File: src/rtl/imu_quat_bracket_selector.sv
// imu_quat_bracket_selector: ring-buffers timestamped Q16.16 IMU quaternions and,
// for each target timestamp, returns the bracketing sample pair plus the
// Q16.16 interpolation fraction for the downstream SLERP stage.
// Optional feature macro: QUAT_HEMI_FIX_EN (negates q2 when dot(q1,q2) < 0).
module imu_quat_bracket_selector #(
    parameter int unsigned DEPTH = 8,
    parameter int unsigned TS_W  = 32
) (
    input  logic              clk,
    input  logic              rst_n,
    input  logic              imu_valid,
    output logic              imu_ready,
    input  logic [0:3][31:0]  imu_q,
    input  logic [TS_W-1:0]   imu_ts,
    input  logic              req_valid,
    output logic              req_ready,
    input  logic [TS_W-1:0]   req_ts,
    output logic              out_valid,
    input  logic              out_ready,
    output logic [0:3][31:0]  q1,
    output logic [0:3][31:0]  q2,
    output logic [31:0]       t,
    output logic [1:0]        status,
    output logic [7:0]        drop_cnt
);

    localparam int unsigned PTR_W = $clog2(DEPTH);
    localparam int unsigned CNT_W = PTR_W + 1;
    localparam int unsigned REM_W = TS_W + 17;

    typedef enum logic [2:0] {
        S_IDLE,
        S_SEARCH,
        S_DIVIDE,
`ifdef QUAT_HEMI_FIX_EN
        S_HEMI,
`endif
        S_OUT
    } state_t;

    state_t                  state_q, state_d;
    logic [0:3][31:0]        smp_quat_q [DEPTH];
    logic [0:3][31:0]        smp_quat_d [DEPTH];
    logic [TS_W-1:0]         smp_ts_q   [DEPTH];
    logic [TS_W-1:0]         smp_ts_d   [DEPTH];
    logic [PTR_W-1:0]        wr_ptr_q, wr_ptr_d;
    logic [CNT_W-1:0]        count_q, count_d;
    logic [7:0]              drop_cnt_q, drop_cnt_d;
    logic [PTR_W-1:0]        scan_q, scan_d;
    logic [TS_W-1:0]         req_ts_q, req_ts_d;
    logic [REM_W-1:0]        rem_q, rem_d;
    logic [TS_W-1:0]         den_q, den_d;
    logic [3:0]              div_cnt_q, div_cnt_d;
    logic [0:3][31:0]        q1_q, q1_d, q2_q, q2_d;
    logic [31:0]             t_q, t_d;
    logic [1:0]              status_q, status_d;
    logic                    out_valid_q, out_valid_d;
    logic                    imu_ready_q, imu_ready_d;
    logic                    req_ready_q, req_ready_d;

    logic [PTR_W-1:0]        newest_idx, oldest_idx, cur_idx, nxt_idx;
    logic [REM_W-1:0]        rem_shift, den_ext;

    assign newest_idx = wr_ptr_q - PTR_W'(1);
    assign oldest_idx = wr_ptr_q - count_q[PTR_W-1:0];
    assign cur_idx    = oldest_idx + scan_q;
    assign nxt_idx    = cur_idx + PTR_W'(1);
    assign rem_shift  = {rem_q[REM_W-2:0], 1'b0};
    assign den_ext    = REM_W'(den_q);

`ifdef QUAT_HEMI_FIX_EN
    logic signed [63:0] dot;

    // 64-bit accumulated dot product of the latched bracket pair
    always_comb begin
        dot = '0;
        for (int k = 0; k < 4; k++) begin
            dot = dot + 64'($signed(q1_q[k])) * 64'($signed(q2_q[k]));
        end
    end
`endif

    // Sample buffer write: append monotonic samples, overwrite oldest when full
    always_comb begin
        smp_quat_d = smp_quat_q;
        smp_ts_d   = smp_ts_q;
        wr_ptr_d   = wr_ptr_q;
        count_d    = count_q;
        drop_cnt_d = drop_cnt_q;
        if (imu_valid && imu_ready_q) begin
            if ((count_q != '0) && (imu_ts <= smp_ts_q[newest_idx])) begin
                if (drop_cnt_q != 8'hFF) begin
                    drop_cnt_d = drop_cnt_q + 8'd1;
                end
            end else begin
                smp_quat_d[wr_ptr_q] = imu_q;
                smp_ts_d[wr_ptr_q]   = imu_ts;
                wr_ptr_d             = wr_ptr_q + PTR_W'(1);
                if (count_q != CNT_W'(DEPTH)) begin
                    count_d = count_q + CNT_W'(1);
                end
            end
        end
    end

    // Request FSM: search bracket, divide for fraction, present result
    always_comb begin
        state_d   = state_q;
        scan_d    = scan_q;
        req_ts_d  = req_ts_q;
        rem_d     = rem_q;
        den_d     = den_q;
        div_cnt_d = div_cnt_q;
        q1_d      = q1_q;
        q2_d      = q2_q;
        t_d       = t_q;
        status_d  = status_q;
        unique case (state_q)
            S_IDLE: begin
                if (req_valid && req_ready_q) begin
                    req_ts_d = req_ts;
                    // emptiness is judged after a same-cycle write commits
                    if (count_d == '0) begin
                        q1_d     = '0;
                        q2_d     = '0;
                        t_d      = '0;
                        status_d = 2'b11;
                        state_d  = S_OUT;
                    end else begin
                        scan_d  = '0;
                        state_d = S_SEARCH;
                    end
                end
            end
            S_SEARCH: begin
                if ((scan_q == '0) && (req_ts_q < smp_ts_q[cur_idx])) begin
                    q1_d     = smp_quat_q[cur_idx];
                    q2_d     = smp_quat_q[cur_idx];
                    t_d      = '0;
                    status_d = 2'b01;
                    state_d  = S_OUT;
                end else if (CNT_W'(scan_q) == (count_q - CNT_W'(1))) begin
                    q1_d     = smp_quat_q[cur_idx];
                    q2_d     = smp_quat_q[cur_idx];
                    t_d      = '0;
                    status_d = 2'b10;
                    state_d  = S_OUT;
                end else if (req_ts_q < smp_ts_q[nxt_idx]) begin
                    q1_d      = smp_quat_q[cur_idx];
                    q2_d      = smp_quat_q[nxt_idx];
                    rem_d     = REM_W'(req_ts_q - smp_ts_q[cur_idx]);
                    den_d     = smp_ts_q[nxt_idx] - smp_ts_q[cur_idx];
                    div_cnt_d = '0;
                    t_d       = '0;
                    status_d  = 2'b00;
                    state_d   = S_DIVIDE;
                end else begin
                    scan_d = scan_q + PTR_W'(1);
                end
            end
            S_DIVIDE: begin
                // restoring division, one quotient bit per cycle, MSB first
                if (rem_shift >= den_ext) begin
                    rem_d = rem_shift - den_ext;
                    t_d   = {t_q[30:0], 1'b1};
                end else begin
                    rem_d = rem_shift;
                    t_d   = {t_q[30:0], 1'b0};
                end
                div_cnt_d = div_cnt_q + 4'd1;
                if (div_cnt_q == 4'd15) begin
`ifdef QUAT_HEMI_FIX_EN
                    state_d = S_HEMI;
`else
                    state_d = S_OUT;
`endif
                end
            end
`ifdef QUAT_HEMI_FIX_EN
            S_HEMI: begin
                if (dot[63]) begin
                    for (int k = 0; k < 4; k++) begin
                        q2_d[k] = -q2_q[k];
                    end
                end
                state_d = S_OUT;
            end
`endif
            S_OUT: begin
                if (out_ready) begin
                    state_d = S_IDLE;
                end
            end
            default: state_d = S_IDLE;
        endcase
    end

    // Handshake flags are registered from the next state
    always_comb begin
        out_valid_d = (state_d == S_OUT);
        imu_ready_d = (state_d != S_SEARCH);
        req_ready_d = (state_d == S_IDLE);
    end

    // State and datapath registers
    always_ff @(posedge clk or negedge rst_n) begin
        if (!rst_n) begin
            state_q     <= S_IDLE;
            smp_quat_q  <= '{default: '0};
            smp_ts_q    <= '{default: '0};
            wr_ptr_q    <= '0;
            count_q     <= '0;
            drop_cnt_q  <= '0;
            scan_q      <= '0;
            req_ts_q    <= '0;
            rem_q       <= '0;
            den_q       <= '0;
            div_cnt_q   <= '0;
            q1_q        <= '0;
            q2_q        <= '0;
            t_q         <= '0;
            status_q    <= '0;
            out_valid_q <= 1'b0;
            imu_ready_q <= 1'b1;
            req_ready_q <= 1'b1;
        end else begin
            state_q     <= state_d;
            smp_quat_q  <= smp_quat_d;
            smp_ts_q    <= smp_ts_d;
            wr_ptr_q    <= wr_ptr_d;
            count_q     <= count_d;
            drop_cnt_q  <= drop_cnt_d;
            scan_q      <= scan_d;
            req_ts_q    <= req_ts_d;
            rem_q       <= rem_d;
            den_q       <= den_d;
            div_cnt_q   <= div_cnt_d;
            q1_q        <= q1_d;
            q2_q        <= q2_d;
            t_q         <= t_d;
            status_q    <= status_d;
            out_valid_q <= out_valid_d;
            imu_ready_q <= imu_ready_d;
            req_ready_q <= req_ready_d;
        end
    end

    assign imu_ready = imu_ready_q;
    assign req_ready = req_ready_q;
    assign out_valid = out_valid_q;
    assign q1        = q1_q;
    assign q2        = q2_q;
    assign t         = t_q;
    assign status    = status_q;
    assign drop_cnt  = drop_cnt_q;

endmodule

File: config.mk
export PLATFORM = sky130hd
export DESIGN_NAME = imu_quat_bracket_selector
export DESIGN_NICKNAME = d
export VERILOG_FILES = /design/src/rtl/imu_quat_bracket_selector.sv
export SDC_FILE = /design/constraint.sdc
export NUM_CORES = 2
export LEC_CHECK = 0
export CAP_MARGIN = 15
export CORE_MARGIN = 8
export CORE_UTILIZATION = 33
export DETAILED_ROUTE_END_ITERATION = 10
export PLACE_DENSITY = 0.55
export SETUP_SLACK_MARGIN = 0.2
export SKIP_CTS_REPAIR_TIMING = 1
export SLEW_MARGIN = 15
export SYNTH_ARGS = -nofsm -noshare
export SYNTH_HDL_FRONTEND = slang
export SYNTH_SLANG_ARGS = --single-unit
File: constraint.sdc
create_clock -name clk -period 6.7 [get_ports clk]
set_input_delay 1.34 -clock clk [delete_from_list [all_inputs] [get_ports clk]]
set_output_delay 1.34 -clock clk [all_outputs]
set_load 0.03 [all_outputs]
==> results.json <==
{
  "crit_slowest_cell": "or3_1",
  "stdcell_area_mm2": 0.110,
  "fp-row-count": 193,
  "worst_path_most_repeated_cell": "inv_1",
  "setup_viol": 0,
  "vias_per_cell": 5.63,
  "cts_max_level": 4,
  "io_pins": 498,
  "finalHoldViolations": 0,
  "route.detailed.drc": 0,
  "cts_sinks": 1710,
  "finalMaxSlewViolations": 0,
  "cp-start-kind": "flip-flop",
  "wl_per_cell_um": 26.7,
  "slowest_delay_ns": 0.52,
  "num_vias": 61100,
  "synth.avg_cell_area_um2": 14.2,
  "clockBufferDepth": 4,
  "synthTopCellsByArea": "dfrtp_1 46%, mux4_2 17%, mux2_2 16%",
  "setup_tns_ns": 0,
  "cp-end-kind": "flip-flop",
  "synth_common_cells": "1,708 x dfrtp_1, 1,344 x mux2_2, 704 x mux4_2",
  "grt_pass1_vias": 64500,
  "wirelength_um": 289000,
  "synth_nets": 6829,
  "ys_seq_area_frac": 0.465,
  "finalNetCount": 7326,
  "utilization": 0.397,
  "drtIter0Drc": 4103,
  "crit_fanout": 32,
  "synth_top_flop_cell": "dfrtp_1",
  "yosysMostFrequentCell": "dfrtp_1",
  "die_height_um": 544,
  "antenna_left": 0,
  "ys_ff_latch": 1710,
  "syn_inst": 6457,
  "hold_class": "input pin to asynchronous set/reset pin",
  "track_usage": 0.190,
  "coreArea_mm2": 0.277,
  "period_share": 0.937,
  "die-area_mm2": 0.296,
  "final_layout_size_suffix_gt1_frac": 0.381,
  "required_ns": 7.36,
  "min_period_ns": 6.28,
  "syn_area_mm2": 0.0919,
  "maxSlewHeadroom": 0.281,
  "clk-insertion-delay-late_ns": 0.86,
  "grt_pass1_wl_um": 435000,
  "fillers": 25800,
  "numCtsBuffers": 200,
  "synth_edf_count": 0,
  "grt_max_degree": 180,
  "io_buffer_count": 497,
  "synth_top_area_cell": "dfrtp_1",
  "post-dp-hpwl_um": 185000,
  "outcome": "finished, final reports clean",
  "worst-slew-pin-transition_ns": 1.08,
  "crit_arrival_ns": 6.94,
  "routabilityCongestion": 0.875,
  "synth.distinct_cells": 93,
  "start_util": 0.332,
  "dr.pass1.iters": 5,
  "path_delay_family": "compound AO/OA/AOI/OAI gates",
  "area_growth_pct": 19.4,
  "dpl_cell_area_mm2": 0.103,
  "cts_root_buf": "clkbuf_16",
  "antenna_found_initial": 52,
  "holdWs_ns": 0.463,
  "drv_cap": 0,
  "cp_num_buf_inv": 7,
  "cts_tree": "done",
  "grt.overflow.total": 0,
  "fmax_mhz": 159,
  "path_class": "flip-flop to flip-flop",
  "rsz0062_at_grt": "true",
  "ys_warn_count": 0,
  "die-width_um": 544,
  "fin_skew_ns": 0.0832,
  "synth_top_area_frac": 0.465,
  "clkTransAtPathRegs_ns": 0.06,
  "synthArstFlopShare": 1.00
}
-- metrics by stage --
step	setup slack, ns	cells
after floorplan	0.260	6457
after CTS	-0.0693	10800
after global routing	0.166	10800
after detailed placement	0.00828	10400
final	0.419	10800
after global placement	0.155	10400
-- area by class of cell --
type	count	area, µm²	share of cell area
Clock buffer	302	5940	0.0541
Inverter	107	409	0.00373
Antenna cell	28	70.1	0.000638
Multi-Input combinational cell	4157	46900	0.427
Sequential cell	1710	42800	0.390
Clock inverter	56	712	0.00649
Timing Repair Buffer	778	8280	0.0755
Tap cell	3705	4640	0.0422
-- worst register-to-register path: stages, from the launching register on --
cell and delay, ns:
dfrtp_1 0.38, inv_1 0.07, ha_1 0.29, inv_1 0.10
ha_4 0.12, inv_1 0.05, fa_1 0.46, xnor2_2 0.22
xnor2_2 0.14, buf_4 0.17, buf_4 0.13, buf_12 0.16
mux4_2 0.31, nand2_1 0.08, and2_1 0.25, ha_1 0.27
nor2b_1 0.15, o31ai_2 0.36, a211oi_1 0.15, or3_1 0.52
a21bo_2 0.30, o311a_1 0.40, a221oi_1 0.47, o31ai_4 0.16
buf_12 0.20, a22o_1 0.24
-- sequential cells by signal (all words and copies together), names as in the netlist, 2 cells and up --
signal	flops
t	32
smp_quat_q	1024
rem_q	48
div_cnt_q	4
wr_ptr_q	3
q1	128
den_q	32
q2	128
req_ts_q	32
state_q	3
drop_cnt	8
smp_ts_q	256
status	2
scan_q	3
count_q	4
-- layer usage --
metal	GRT usage	vias up	part of all wire
li1	-	26100	-
met1	0.259	32800	0.44
met2	0.308	1737	0.47
met3	0.0356	439	0.058
met4	0.0612	26	0.031
met5	0	-	0.00054
-- final timing paths --
kind	startpoint	slack [ns]	endpoint	cells after the start
worst max-delay path	scan_q[0]	0.42	t[22]	25
worst min-delay path	rst_n	0.46	smp_quat_q[330]	1
worst max register to register	scan_q[0]	0.42	t[22]	25
worst min register to register	q1[12]	0.49	q1[12]	1
max in group asynchronous	rst_n	4.58	smp_quat_q[19]	2
min in group clk	q1[12]	0.49	q1[12]	1
-- cell families (layout without fill, tap and decap cells) --
group                      count (synthesis)  count (layout)  synth area share
AOI/OAI and AO/OA                       1031            1031            0.0798
xor gates and xnor gates                 113             113            0.0111
adders and majority gates                175             175            0.0242
buffers and inverters                    591            1243            0.0270
DFF                                     1710            1710             0.465
muxes                                   2246            2246             0.359
other                                      1              29         0.0000408
and+or+nand+nor                          590             591            0.0337
-- cells in the final DEF, fill, tap and decap left out, drive strengths merged, types with 11 or more instances in the layout --
cell type,netlist,routed
bufinv,0,12
nor4,15,15
a21oi,267,267
clkinv,2,34
a211oi,160,160
o21ai,116,116
ha,170,170
or3,15,15
mux2,1344,1344
mux4,704,704
inv,105,113
nor3,32,32
diode,0,28
nand2,146,146
o2bb2ai,128,128
o21a,17,17
clkbuf,262,304
and2,10,11
o31ai,13,13
nand3,32,32
a31oi,13,13
mux2i,198,198
dfrtp,1708,1708
a21o,41,41
nor2,110,110
nand2b,22,22
clkdlybuf4s50,0,496
nand4,23,23
xnor2,66,66
o211ai,18,18
xor2,45,45
nor2b,146,146
a22o,163,163
buf,222,280
Power is not shown: default switching activity piles up to over one toggle a cycle in this logic, so the estimate is an artifact.
